## src/rtl/chunked_adder.sv

```systemverilog
// chunked_adder: multi-cycle WIDTH-bit adder/subtractor, CHUNK bits per clock,
// LSB slice first, with a registered carry linking consecutive slices.
// Optional flags (signed overflow, zero) are built only when the macro
// CHUNKED_ADDER_FLAGS_EN is defined; otherwise ovf/zero are tied low.
//
// Handshake: a transfer happens on a rising edge where valid & ready are both
// high. in_ready is high only in IDLE (and never while reset is high);
// out_valid is high only in DONE, and sum/cout/ovf/zero stay stable there
// until out_ready is seen. The producer must hold operands while in_valid
// is high and in_ready is low; one operation is in flight at a time.
module chunked_adder #(
  parameter int WIDTH = 16,
  parameter int CHUNK = 4
) (
  input  logic             clk,
  input  logic             reset,
  input  logic             in_valid,
  output logic             in_ready,
  input  logic [WIDTH-1:0] a,
  input  logic [WIDTH-1:0] b,
  input  logic             cin,
  input  logic             sub,
  output logic             out_valid,
  input  logic             out_ready,
  output logic [WIDTH-1:0] sum,
  output logic             cout,
  output logic             ovf,
  output logic             zero,
  output logic [1:0]       dbg_state_o
);

  localparam int NCHUNK = WIDTH / CHUNK;
  localparam int CW     = (NCHUNK > 1) ? $clog2(NCHUNK) : 1;
  localparam logic [CW-1:0] LAST_K = CW'(NCHUNK - 1);

  typedef enum logic [1:0] {
    S_IDLE = 2'd0,
    S_RUN  = 2'd1,
    S_DONE = 2'd2
  } state_e;

  state_e           state_q, state_d;
  logic [CW-1:0]    cnt_q, cnt_d;
  logic             carry_q, carry_d;
  logic [WIDTH-1:0] a_q, a_d;
  logic [WIDTH-1:0] b_q, b_d;
  logic [WIDTH-1:0] sum_q, sum_d;
  logic             cout_q, cout_d;

  logic [CHUNK-1:0] a_sl, b_sl;
  logic [CHUNK:0]   slice_res;
  int               base;

`ifdef CHUNKED_ADDER_FLAGS_EN
  logic ovf_q, ovf_d;
  logic zero_q, zero_d;
`endif

  // Current slice operands and their CHUNK-bit sum with the stored carry.
  always_comb begin
    base      = int'(cnt_q) * CHUNK;
    a_sl      = a_q[base +: CHUNK];
    b_sl      = b_q[base +: CHUNK];
    slice_res = {1'b0, a_sl} + {1'b0, b_sl} + {{CHUNK{1'b0}}, carry_q};
  end

  // Next-state logic: capture in IDLE, one slice per cycle in RUN, hold in DONE.
  always_comb begin
    state_d = state_q;
    cnt_d   = cnt_q;
    carry_d = carry_q;
    a_d     = a_q;
    b_d     = b_q;
    sum_d   = sum_q;
    cout_d  = cout_q;
`ifdef CHUNKED_ADDER_FLAGS_EN
    ovf_d   = ovf_q;
    zero_d  = zero_q;
`endif
    case (state_q)
      S_IDLE: begin
        if (in_valid && in_ready) begin
          a_d     = a;
          // Subtraction is a + ~b + ~cin, so invert B here and fold the
          // inversion of cin into the initial carry.
          b_d     = sub ? ~b : b;
          carry_d = cin ^ sub;
          cnt_d   = '0;
          state_d = S_RUN;
        end
      end
      S_RUN: begin
        sum_d[base +: CHUNK] = slice_res[CHUNK-1:0];
        carry_d = slice_res[CHUNK];
        cnt_d   = cnt_q + CW'(1);
        if (cnt_q == LAST_K) begin
          cnt_d   = '0;
          cout_d  = slice_res[CHUNK];
          state_d = S_DONE;
`ifdef CHUNKED_ADDER_FLAGS_EN
          // Carry into the MSB is recovered as a^b^sum at that bit.
          ovf_d  = a_q[WIDTH-1] ^ b_q[WIDTH-1] ^ sum_d[WIDTH-1] ^ slice_res[CHUNK];
          zero_d = (sum_d == '0);
`endif
        end
      end
      S_DONE: begin
        if (out_ready) state_d = S_IDLE;
      end
      default: state_d = S_IDLE;
    endcase
  end

  // State and datapath registers with synchronous reset.
  always_ff @(posedge clk) begin
    if (reset) begin
      state_q <= S_IDLE;
      cnt_q   <= '0;
      carry_q <= 1'b0;
      a_q     <= '0;
      b_q     <= '0;
      sum_q   <= '0;
      cout_q  <= 1'b0;
`ifdef CHUNKED_ADDER_FLAGS_EN
      ovf_q   <= 1'b0;
      zero_q  <= 1'b0;
`endif
    end else begin
      state_q <= state_d;
      cnt_q   <= cnt_d;
      carry_q <= carry_d;
      a_q     <= a_d;
      b_q     <= b_d;
      sum_q   <= sum_d;
      cout_q  <= cout_d;
`ifdef CHUNKED_ADDER_FLAGS_EN
      ovf_q   <= ovf_d;
      zero_q  <= zero_d;
`endif
    end
  end

  assign in_ready    = (state_q == S_IDLE) && !reset;
  assign out_valid   = (state_q == S_DONE);
  assign sum         = sum_q;
  assign cout        = cout_q;
  assign dbg_state_o = state_q;
`ifdef CHUNKED_ADDER_FLAGS_EN
  assign ovf  = ovf_q;
  assign zero = zero_q;
`else
  assign ovf  = 1'b0;
  assign zero = 1'b0;
`endif

endmodule

```

## config.mk

```make
export PLATFORM = sky130hd
export DESIGN_NAME = chunked_adder
export DESIGN_NICKNAME = d
export VERILOG_FILES = /design/src/rtl/chunked_adder.sv
export SDC_FILE = /design/constraint.sdc
export NUM_CORES = 1
export LEC_CHECK = 0
export BUFFER_PORTS_ARGS = -buffer_cell sky130_fd_sc_hd__buf_2
export CAP_MARGIN = 20
export CELL_PAD_IN_SITES_DETAIL_PLACEMENT = 0
export CELL_PAD_IN_SITES_GLOBAL_PLACEMENT = 1
export CORE_UTILIZATION = 35
export DETAILED_ROUTE_END_ITERATION = 6
export GPL_ROUTABILITY_DRIVEN = 1
export PLACE_DENSITY_LB_ADDON = 0.25
export SYNTH_ARGS = -nofsm -noshare
export SYNTH_HDL_FRONTEND = slang
export SYNTH_SLANG_ARGS = --single-unit
```

## constraint.sdc

```tcl
create_clock -name clk -period 3.4 [get_ports clk]
set_input_delay 0.85 -clock clk [delete_from_list [all_inputs] [get_ports clk]]
set_output_delay 0.85 -clock clk [all_outputs]
set_load 0.02 [all_outputs]
```

# Yosys cells after proc, flatten, opt, wreduce, memory -nomap -nowiden
# Index checks and enable logic that the tools add are counted.
[word_totals]
regBits = 54
elab_cells = 43
out_inout_bits = 23
inputBits = 38
[op_classes]
reduce_logical = 9
eq_ne = 6
bitwise_logic = 2
n_shift = 4
addsub = 4
mux = 11
[ops]
columns = ["op", "n"]
rows = [
  ["4-bit negation with 33-bit output", 1],
  ["4-bit by 33-bit variable shift with 16-bit output, first input constant", 1],
  ["4-bit by 33-bit variable part select with 16-bit output", 1],
  ["16-bit by 5-bit variable part select with 4-bit output", 2],
  ["16-bit bitwise mux", 1],
  ["16-bit 2-to-1 mux", 1],
  ["16-bit NOT", 1],
  ["2-bit 2-to-1 mux", 5],
  ["2-bit case mux with 3 select lines", 1],
  ["2-bit AND reduction", 3],
  ["4-bit by 4-bit adder with 5-bit output", 1],
  ["5-bit by 1-bit adder with 5-bit output", 1],
  ["2-bit == test, second input constant", 2],
  ["2-bit != test, second input constant", 2],
  ["2-bit case mux with 2 select lines", 1],
  ["3-bit AND reduction", 1],
  ["2-bit by 1-bit adder with 2-bit output, second input constant", 1],
  ["2-bit by 1-bit == test with 1-bit output, second input constant", 1],
  ["1-bit logical AND", 2],
  ["2-bit zero test", 1],
  ["2-bit by 1-bit != test with 1-bit output, second input constant", 1],
  ["1-bit case mux with 2 select lines", 1],
  ["2-bit nonzero test", 1],
  ["1-bit zero test", 1],
  ["other kinds (2)", 2],
]

# Logic depth before layout (Yosys ltp)
# Gate-level depths: netlist (run 1).
[logic_depth]
ltp_word = 5
depth_mapped = 8
ltp_nobuf = 7

# Worst setup path before layout (run 1)
# No wires, ideal clock.
[synth_path]
path_type = "register to register"
start = "register cnt_q[0]"
end = "register carry_q"
setup_slack_ns = 0.675
synth_period_minus_slack_ns = 2.725
path_buffers = 1
setup_ns = 0.128
required_time_ns = 3.272
path_stages_with_launch = 9
arrival_time_ns = 2.598
path_cell_list = "dfxtp_1 buf_2 mux4_2 fa_1 fa_1 a21o_1 a21oi_1 o221a_2 nor2_1"
[synth_via]
elab_chain_cells = 4
word_cells_on_any_way = 5
cone_classes = "2 x add/sub; 2 x shift; 1 x mux"
[synth_lines]
columns = ["item", "line", "text"]
rows = [
  ["start: declaration", "43", "logic [CW-1:0] cnt_q, cnt_d;"],
  ["start signal: assignment", "130", "cnt_q <= cnt_d;"],
  ["16-bit by 5-bit variable part select with 4-bit output (on tied branches)", "62, 63", ""],
  ["4-bit by 4-bit adder with 5-bit output (*)", "64", "slice_res = {1'b0, a_sl} + {1'b0, b_sl} + {{CHUNK{1'b0}}, carry_q};"],
  ["5-bit by 1-bit adder with 5-bit output (*)", "64", ""],
  ["1-bit case mux with 2 select lines (*)", "80", "case (state_q)"],
  ["end signal: assignment", "131", "carry_q <= carry_d;"],
  ["end: declaration", "44", "logic carry_q, carry_d;"],
]
# Mark *: on every way between the ends. The rest lies on a longest branch, timed or not.
# A chain may end at the register's enable or synchronous reset.

# Final worst setup path (run 1)
# Ends and elaborated chain as after synthesis.

==> flow_metrics.py, run 1 <==
metrics = {
    "global_routing": {
        "grt_overflow": 0,
        "grt_pass1_vias": 1926,
        "grt_start_max_net_pins": 52,
        "antenna_found_initial": 0,
        "grt_pass1_wl_mm": 9.356,
        "grt_usage": 0.1567,
    },
    "power": {
        "vdd_drop_max_mv": 0.1932,
        "p_leak_uw": 0.001303,
        "p_per_area_nw_per_um2": 445.2,
    },
    "yosys": {
        "ys_seq_area_frac": 0.4174,
        "synth_area_leader_cell": "dfxtp_1",
        "yosysWarnings": 0,
        "synth_cell_types": 38,
        "synthCells": 269,
        "ys_ff_latch": 54,
        "syn_area_sq_um": 2590,
        "synth.area.top_cells": "dfxtp_1, nand3b_1, mux4_2, nand2_1, xnor2_1",
        "yosysTopAreaCellShare": 0.4174,
        "syn_area_per_cell_sq_um": 9.628,
    },
    "critical_path": {
        "critPathCaptureType": "register",
        "path_class": "reg -> reg",
        "cp-start-kind": "register",
        "path_max_fanout": 9,
        "regToRegSetupSlack_ps": 520,
        "r2r_end": "carry_q",
        "reg2regPathDepth": 7,
        "cp.required_ps": 3590,
        "crit_arrival_ps": 3080,
        "r2r-start": "cnt_q[0]",
    },
    "drt": {
        "first_pass_iters": 7,
        "routedWlPerCell_um": 13.39,
        "avgViaCountPerCell": 4.800,
        "vias": 1992,
        "met2RoutedLength_mm": 2.462,
        "wl_met1_mm": 2.793,
        "top_layer_used": "met4",
        "postRouteWirelength_mm": 5.558,
        "ant_nets": 0,
        "drc": 0,
        "wl_met3_um": 237,
        "drt_iter0_drc": 73,
    },
    "sta": {
        "finalSetupViolCount": 0,
        "maxSlewHeadroom": 0.5262,
        "fmax_mhz": 347.0,
        "slew_viol_final": 0,
        "fin_crit_sh": 0.8477,
        "finalHoldViolations": 0,
        "rsz0062_at_grt": "no",
        "period_needed_ps": 2882,
        "skew_ps": 8.185,
        "holdWs_ps": 457.8,
        "setup_tns_ps": 0,
        "tightest_slew_ps": 709.3,
    },
    "cells_and_area": {
        "area_growth_pct": 16.57,
        "insertedDiodeCount": 0,
        "drive_above_1_share": 0.2539,
        "fillers": 734,
        "design.final.nets": 367,
        "fin_area_sq_um": 3019,
    },
    "floorplan": {
        "num_io_pins": 61,
        "dieArea_sq_um": 7748,
        "core_region_area_sq_um": 6982,
        "die_h_um": 88.02,
        "initial_core_util": 0.3710,
        "die_width_um": 88.02,
        "core.rowCount": 30,
    },
    "cts": {
        "cts_tree": "built",
        "cts_root_buffer": "clkbuf_8",
        "clock_path_buffers": 2,
        "cts-buffers-inserted": 5,
        "clk_pin_slew_ps": 100,
        "post_cts_resized": 0,
        "clk_latency_ps": 310,
        "cts.htree.levels": 2,
        "ctsHoldBuffers": 0,
        "post-cts-setup-buffers": 0,
        "cts.sinks": 54,
    },
    "worst_hold_path": {
        "hold_path_depth": 2,
        "hold_path_end": "sum[7]",
        "min_path_type": "reg -> reg",
        "hp-start": "sum[7]",
    },
    "run_status": {
        "status": "finished clean",
    },
    "place": {
        "portBuffers": 58,
        "finalWeightedCongestion": 0.7689,
        "dp_hpwl_mm": 3.947,
        "placed_area_sq_um": 2909,
    },
    "run": {
        "cap_violations": 0,
    },
}
-- cells in the final DEF (no fill, tap or decap), types with 2 or more instances in the layout --
| cell type | instances |
|---|---|
| nor2b_1 | 2 |
| nand3_1 | 5 |
| clkbuf_8 | 5 |
| ha_1 | 9 |
| dfxtp_1 | 54 |
| fa_1 | 2 |
| buf_2 | 58 |
| nand3b_1 | 32 |
| mux4_2 | 8 |
| o21ai_0 | 16 |
| buf_4 | 4 |
| conb_1 | 2 |
| a21oi_1 | 5 |
| a21o_1 | 2 |
| a32oi_1 | 2 |
| inv_1 | 4 |
| a22oi_1 | 13 |
| nor2_1 | 18 |
| xnor2_1 | 17 |
| nor3_1 | 3 |
| nand2_1 | 40 |
-- cell type report --
class / count / area [sq um] / area share
well taps: 96 / 120.1 / 0.03978
clock buffers: 6 / 72.57 / 0.02404
multi-input cells: 191 / 1373 / 0.4546
inverters: 4 / 15.01 / 0.004973
clock inverters: 2 / 37.54 / 0.01243
flip-flops and latches: 54 / 1081 / 0.3581
repair buffers: 62 / 320.3 / 0.1061
-- power breakdown --
part	switching (uW)	leakage, uW	internal, uW
sequential	27.1	0.000441	668
clock	214	0.0000514	220
combinational	114	0.000811	101
-- Yosys cell counts (all sizes together) --
library cell / number
a211o: 1
a21o: 2
a21oi: 5
a22oi: 13
a311oi: 1
a31oi: 1
a32oi: 2
and3: 1
and3b: 1
buf: 12
clkbuf: 9
conb: 1
dfxtp: 54
fa: 2
ha: 9
inv: 4
mux2i: 1
mux4: 8
nand2: 40
nand2b: 1
nand3: 5
nand3b: 32
nand4bb: 1
nor2: 18
nor2b: 2
nor3: 3
nor4: 1
nor4b: 1
nor4bb: 1
o21ai: 16
o221a: 1
or2: 1
or4b: 1
xnor2: 17
xor2: 1
-- per-layer routing --
| metal | global-route usage | vias to the layer above |
|---|---|---|
| met3 | 0.04618 | 6 |
| met4 | 0.03666 | 0 |
| met5 | 0 | - |
| met2 | 0.2565 | 48 |
| met1 | 0.2043 | 907 |
| li1 | - | 1031 |
-- worst max-delay path, cell delays in order, from the launching register on --
cell	delay (ps)
dfxtp_1	680
mux4_2	600
fa_1	440
fa_1	410
a21o_1	190
a21oi_1	180
o221a_2	210
nor2_1	30
-- sequential cells by signal (all words and copies together) (netlist names) --
signal,cells
b_q,16
a_q,16
cnt_q,2
carry_q,1
cout,1
dbg_state_o,2
sum,16
-- cells by family (layout without fill, tap and decap cells) --
group / Yosys count / in the layout / synth area share
AOI/OAI and AO/OA: 42 / 42 / 0.1043
xor gates and xnor gates: 18 / 18 / 0.06087
adders and majority gates: 11 / 11 / 0.05894
buffers and inverters: 25 / 74 / 0.05410
DFF: 54 / 54 / 0.4174
muxes: 9 / 9 / 0.07343
other: 1 / 2 / 0.001448
and+or+nand+nor: 109 / 109 / 0.2295
-- worst max-delay path by stage --
| stage | from | endpoint | slack, ps | cells past startpoint |
|---|---|---|---|---|
| 5_1_grt | cnt_q[0] | carry_q | 340 | 7 |
| 4_1_cts | cnt_q[0] | carry_q | 460 | 7 |
| 6_report | cnt_q[0] | carry_q | 520 | 7 |
| 3_3_place_gp | cnt_q[0] | carry_q | 560 | 7 |
| 2_1_floorplan | cnt_q[0] | carry_q | 670 | 8 |
| 3_5_place_dp | cnt_q[0] | carry_q | 480 | 7 |
-- through the flow --
stage / instances / setup slack, ps / util / power (uW)
4_1_cts: 415 / 463.1 / 0.4324 / 1357
3_5_place_dp: 407 / 480.0 / 0.4167 / 927.2
5_1_grt: 415 / 342.3 / 0.4324 / 1412
2_1_floorplan: 270 / 674.9 / - / 861.7
6_report: 415 / 517.9 / 0.4324 / 1344
3_3_place_gp: 407 / 559.5 / 0.4167 / 926.9
Power figures use the tool's default switching activity.
==> run 2: changes to the inputs <==
==> constraint.sdc (replaced) <==
create_clock -name clk -period 2.9 [get_ports clk]
set_input_delay 0.725 -clock clk [delete_from_list [all_inputs] [get_ports clk]]
set_output_delay 0.725 -clock clk [all_outputs]
set_load 0.02 [all_outputs]
==> flow_metrics.py, run 2 (synthesized netlist as in run 1, its figures left out) <==
metrics = {
    "floorplan": {
        "num_io_pins": 61,
        "core_region_area_sq_um": 6982,
        "initial_core_util": 0.3710,
        "die_width_um": 88.02,
        "dieArea_sq_um": 7748,
        "die_h_um": 88.02,
        "core.rowCount": 30,
    },
    "global_routing": {
        "grt_usage": 0.1622,
        "met2_usage": 0.2755,
        "top_usage_layer": "met2",
        "gr-usage-met3": 0.03582,
        "grt_pass1_wl_mm": 9.742,
        "grt_pass1_vias": 2066,
        "grt_util_met1": 0.2047,
        "antenna_found_initial": 0,
        "grt_start_max_net_pins": 52,
        "grt_overflow": 0,
    },
    "cts": {
        "post_cts_resized": 0,
        "clk_latency_ps": 300,
        "cts-buffers-inserted": 5,
        "cts_tree": "built",
        "cts.htree.levels": 2,
        "clock_path_buffers": 2,
        "post-cts-setup-buffers": 0,
        "cts.sinks": 54,
        "ctsHoldBuffers": 0,
        "cts_root_buffer": "clkbuf_8",
        "clk_pin_slew_ps": 100,
    },
    "sta": {
        "period_needed_ps": 2622,
        "fmax_mhz": 381.4,
        "rsz0062_at_grt": "no",
        "skew_ps": 7.348,
        "fin_crit_sh": 0.9041,
        "finalSetupViolCount": 0,
        "tightest_slew_ps": 692.2,
        "setup_tns_ps": 0,
        "slew_viol_final": 0,
        "finalHoldViolations": 0,
        "maxSlewHeadroom": 0.5376,
    },
    "cells_and_area": {
        "design.final.nets": 368,
        "drive_above_1_share": 0.2594,
        "final_cell_mix": "buf_2, dfxtp_1, nand2_1",
        "area_growth_pct": 16.81,
        "fin_util": 0.4333,
        "insertedDiodeCount": 0,
        "multiInputGateArea_sq_um": 1373,
        "layout_commonest_cell": "buf_2",
        "regArea_sq_um": 1081,
        "fillers": 738,
    },
    "drt": {
        "vias": 2023,
        "avgViaCountPerCell": 4.863,
        "first_pass_iters": 4,
        "drc": 0,
        "postRouteWirelength_mm": 5.649,
        "drt_iter0_drc": 115,
        "routedWlPerCell_um": 13.58,
        "ant_nets": 0,
    },
    "power": {
        "vdd_drop_max_mv": 0.1965,
        "p_leak_uw": 0.001315,
        "p_per_area_nw_per_um2": 519.2,
    },
    "critical_path": {
        "cp.required_ps": 3100,
        "crit_arrival_ps": 2820,
        "cp-start-kind": "register",
        "regToRegSetupSlack_ps": 280,
        "r2r-start": "cnt_q[0]",
        "reg2regPathDepth": 7,
        "critPathCaptureType": "register",
        "path_class": "reg -> reg",
        "critPathLaunch": "cnt_q[0]",
        "path_max_fanout": 4,
        "r2r_end": "carry_q",
    },
    "run": {
        "cap_violations": 0,
    },
    "place": {
        "finalWeightedCongestion": 0.8618,
        "portBuffers": 58,
        "dp_hpwl_mm": 3.961,
    },
    "worst_hold_path": {
        "hold_path_depth": 2,
        "hold_path_end": "sum[15]",
        "hp-start": "sum[15]",
        "min_path_type": "reg -> reg",
    },
    "run_status": {
        "status": "finished clean",
    },
}
[run 2: stage by stage]
stage	instance area, sq um	instances	total power, uW	worst slack [ps]	hold WS (ps)
after floorplan	2594	270	1010	174.9	446.3
after global placement	2917	408	1089	376.1	440.9
after detailed placement	2917	408	1091	300.7	448.1
after CTS	3025	416	1588	292.7	461.8
after global routing	3025	416	1653	139.6	486.0
final	3025	416	1571	278.2	457.8
[run 2: cell type report]
cell class	count	area share
multi-input combinational	191	0.4537
sequential	54	0.3573
timing repair buffer	63	0.1084
tap	96	0.03970
clock buffer	5	0.02275
clock inverter	3	0.01323
inverter	4	0.004963
[run 2: how the worst max path moves through the flow]
stage | to | slack, ps | depth (start not counted)
after floorplan | carry_q | 170 | 8
after global placement | carry_q | 380 | 7
after detailed placement | carry_q | 300 | 7
after CTS | carry_q | 290 | 7
after global routing | carry_q | 140 | 7
final | carry_q | 280 | 7
[run 2: layer usage]
| metal | wire length (um) | vias to the layer above |
|---|---|---|
| met5 | 0 | - |
| li1 | - | 1031 |
| met1 | 2709 | 933 |
| met2 | 2605 | 50 |
| met3 | 246 | 9 |
| met4 | 87 | 0 |
[run 2: power breakdown]
group / switching [uW] / leakage, uW / total (uW) / internal [uW]
clock: 244 / 0.0000579 / 499 / 255
sequential: 26.5 / 0.000441 / 810 / 783
combinational: 142 / 0.000816 / 262 / 121
[run 2: critical path, cell delays in order (launching register included)]
cell and delay [ps]:
dfxtp_1 440, mux4_2 550, fa_1 440, fa_1 410, a21o_1 190, a21oi_1 210, o221a_2 220, nor2_1 30
==> run 3: changes to the inputs <==
--- a/config.mk
+++ b/config.mk
@@ -10,6 +10,7 @@
 export CELL_PAD_IN_SITES_DETAIL_PLACEMENT = 0
 export CELL_PAD_IN_SITES_GLOBAL_PLACEMENT = 1
 export CORE_UTILIZATION = 35
+export CTS_BUF_LIST = sky130_fd_sc_hd__clkbuf_4 sky130_fd_sc_hd__clkbuf_8
 export DETAILED_ROUTE_END_ITERATION = 6
 export GPL_ROUTABILITY_DRIVEN = 1
 export PLACE_DENSITY_LB_ADDON = 0.25
==> constraint.sdc (replaced) <==
create_clock -name clk -period 2.4 [get_ports clk]
set_input_delay 0.6 -clock clk [delete_from_list [all_inputs] [get_ports clk]]
set_output_delay 0.6 -clock clk [all_outputs]
set_load 0.02 [all_outputs]
==> flow_metrics.py, run 3 (synthesized netlist as in run 1, its figures left out) <==
metrics = {
    "run_status": {
        "status": "finished clean",
    },
    "critical_path": {
        "cp.required_ps": 2600,
        "cp.depth": 7,
        "crit_arrival_ps": 2540,
        "path_buf_inv": 0,
        "path_class": "reg -> reg",
        "crit_chain": "mux4_2 > fa_2 > fa_2 > a21o_1 > a21oi_2 > o221a_2 > nor2_1",
        "cpMaxStageDelayCell": "mux4_2",
        "critPathCaptureType": "register",
        "cp-start-kind": "register",
        "r2r-start": "cnt_q[0]",
        "critPathLaunch": "cnt_q[0]",
        "path_max_fanout": 4,
        "reg2regPathDepth": 7,
        "crit_top_cell": "fa_2",
        "cpPeakStageDelay_ps": 510,
        "path_delay_family": "adder cells",
    },
    "power": {
        "vdd_drop_max_mv": 0.1837,
        "p_seq_frac": 0.522,
        "swShare": 0.2708,
        "p_clk_frac": 0.302,
        "p_total_uw": 1880,
        "p_comb_frac": 0.176,
        "p_per_area_nw_per_um2": 607.7,
        "switching_power_uw": 509.1,
        "internal_power_uw": 1371,
        "p_leak_uw": 0.001349,
    },
    "cells_and_area": {
        "drive_above_1_share": 0.2896,
        "multiInputGateArea_sq_um": 1381,
        "area_growth_pct": 19.47,
        "insertedDiodeCount": 0,
        "layout_commonest_cell": "buf_2",
        "design.final.nets": 376,
        "fin_util": 0.4432,
        "final_cell_mix": "buf_2, dfxtp_1, nand2_1",
        "regArea_sq_um": 1085,
        "fillers": 735,
    },
    "drt": {
        "avgViaCountPerCell": 4.856,
        "ant_nets": 0,
        "first_pass_iters": 4,
        "postRouteWirelength_mm": 5.858,
        "drt_iter0_drc": 81,
        "drc": 0,
        "vias": 2059,
        "routedWlPerCell_um": 13.82,
    },
    "global_routing": {
        "grt_pass1_wl_mm": 9.680,
        "grt_start_max_net_pins": 39,
        "grt_usage": 0.1635,
        "antenna_found_initial": 0,
        "grt_pass1_vias": 1936,
        "grt_overflow": 0,
    },
    "sta": {
        "fin_crit_sh": 0.9782,
        "finalHoldViolations": 0,
        "fmax_mhz": 425.9,
        "period_needed_ps": 2348,
        "skew_ps": 7.250,
        "holdWs_ps": 457.4,
        "finalSetupViolCount": 0,
        "rsz0062_at_grt": "yes",
        "slew_viol_final": 0,
        "setup_tns_ps": 0,
    },
    "worst_hold_path": {
        "hold_path_depth": 2,
        "hp-start": "sum[7]",
        "min_path_type": "reg -> reg",
    },
    "floorplan": {
        "num_io_pins": 61,
        "die_width_um": 88.02,
        "die_h_um": 88.02,
        "core_region_area_sq_um": 6982,
        "dieArea_sq_um": 7748,
        "initial_core_util": 0.3710,
        "core.rowCount": 30,
    },
    "place": {
        "portBuffers": 58,
        "finalWeightedCongestion": 0.7675,
        "dp_hpwl_mm": 4.204,
    },
    "cts": {
        "cts.htree.levels": 2,
        "ctsHoldBuffers": 0,
        "clk_latency_ps": 310,
        "cts-buffers-inserted": 5,
        "cts_tree": "built",
        "clock_path_buffers": 2,
        "cts.sinks": 54,
        "cts_root_buffer": "clkbuf_8",
        "clk_pin_slew_ps": 100,
    },
    "run": {
        "cap_violations": 0,
    },
}
-- run 3: per-stage QoR --
| step | area [sq um] | instances | worst slack, ps |
|---|---|---|---|
| floorplan | 2618 | 270 | 0.9592 |
| global placement | 2974 | 414 | 96.71 |
| detailed placement | 2974 | 414 | 17.53 |
| CTS | 3079 | 422 | 4.546 |
| global route | 3094 | 424 | -50.02 |
| finish | 3094 | 424 | 52.22 |
-- run 3: worst paths after layout --
kind	to	slack, ps
max	carry_q	50
min	sum[7]	460
max reg2reg	carry_q	50
min reg2reg	sum[7]	460
-- run 3: power groups by stage --
stage / sequential, uW / clock (uW) / combinational [uW]
after floorplan: 993 / 0 / 234
after global placement: 1000 / 0 / 326
after detailed placement: 1000 / 0 / 330
after CTS: 982 / 585 / 332
after global routing: 988 / 617 / 365
final: 982 / 569 / 330
-- run 3: cell type report --
type	instances	area share
Multi-Input combinational cell	191	0.4464
Sequential cell	54	0.3506
Inverter	4	0.004852
Clock buffer	7	0.03114
Tap cell	96	0.03882
Clock inverter	1	0.002831
Timing Repair Buffer	71	0.1254
-- run 3: metal layers --
layer / up-vias / GRT usage / part of all wire
met5: - / 0 / 0
met4: 0 / 0.05279 / 0.013
met3: 8 / 0.03110 / 0.043
met2: 49 / 0.2734 / 0.48
met1: 951 / 0.2130 / 0.46
li1: 1051 / - / -
-- run 3: tightest hold or removal path, cell delays in order (launching register included) --
cell	delay (ps)
dfxtp_1	320
nand2_1	50
a21oi_1	50
-- run 3: what timing repair did --
| action | 4_1_cts | 5_1_grt |
|---|---|---|
| endpoints found under the setup margin | 0 | 7 |
| resized for setup | 0 | 0 |
| buffers inserted | 0 | 2 |
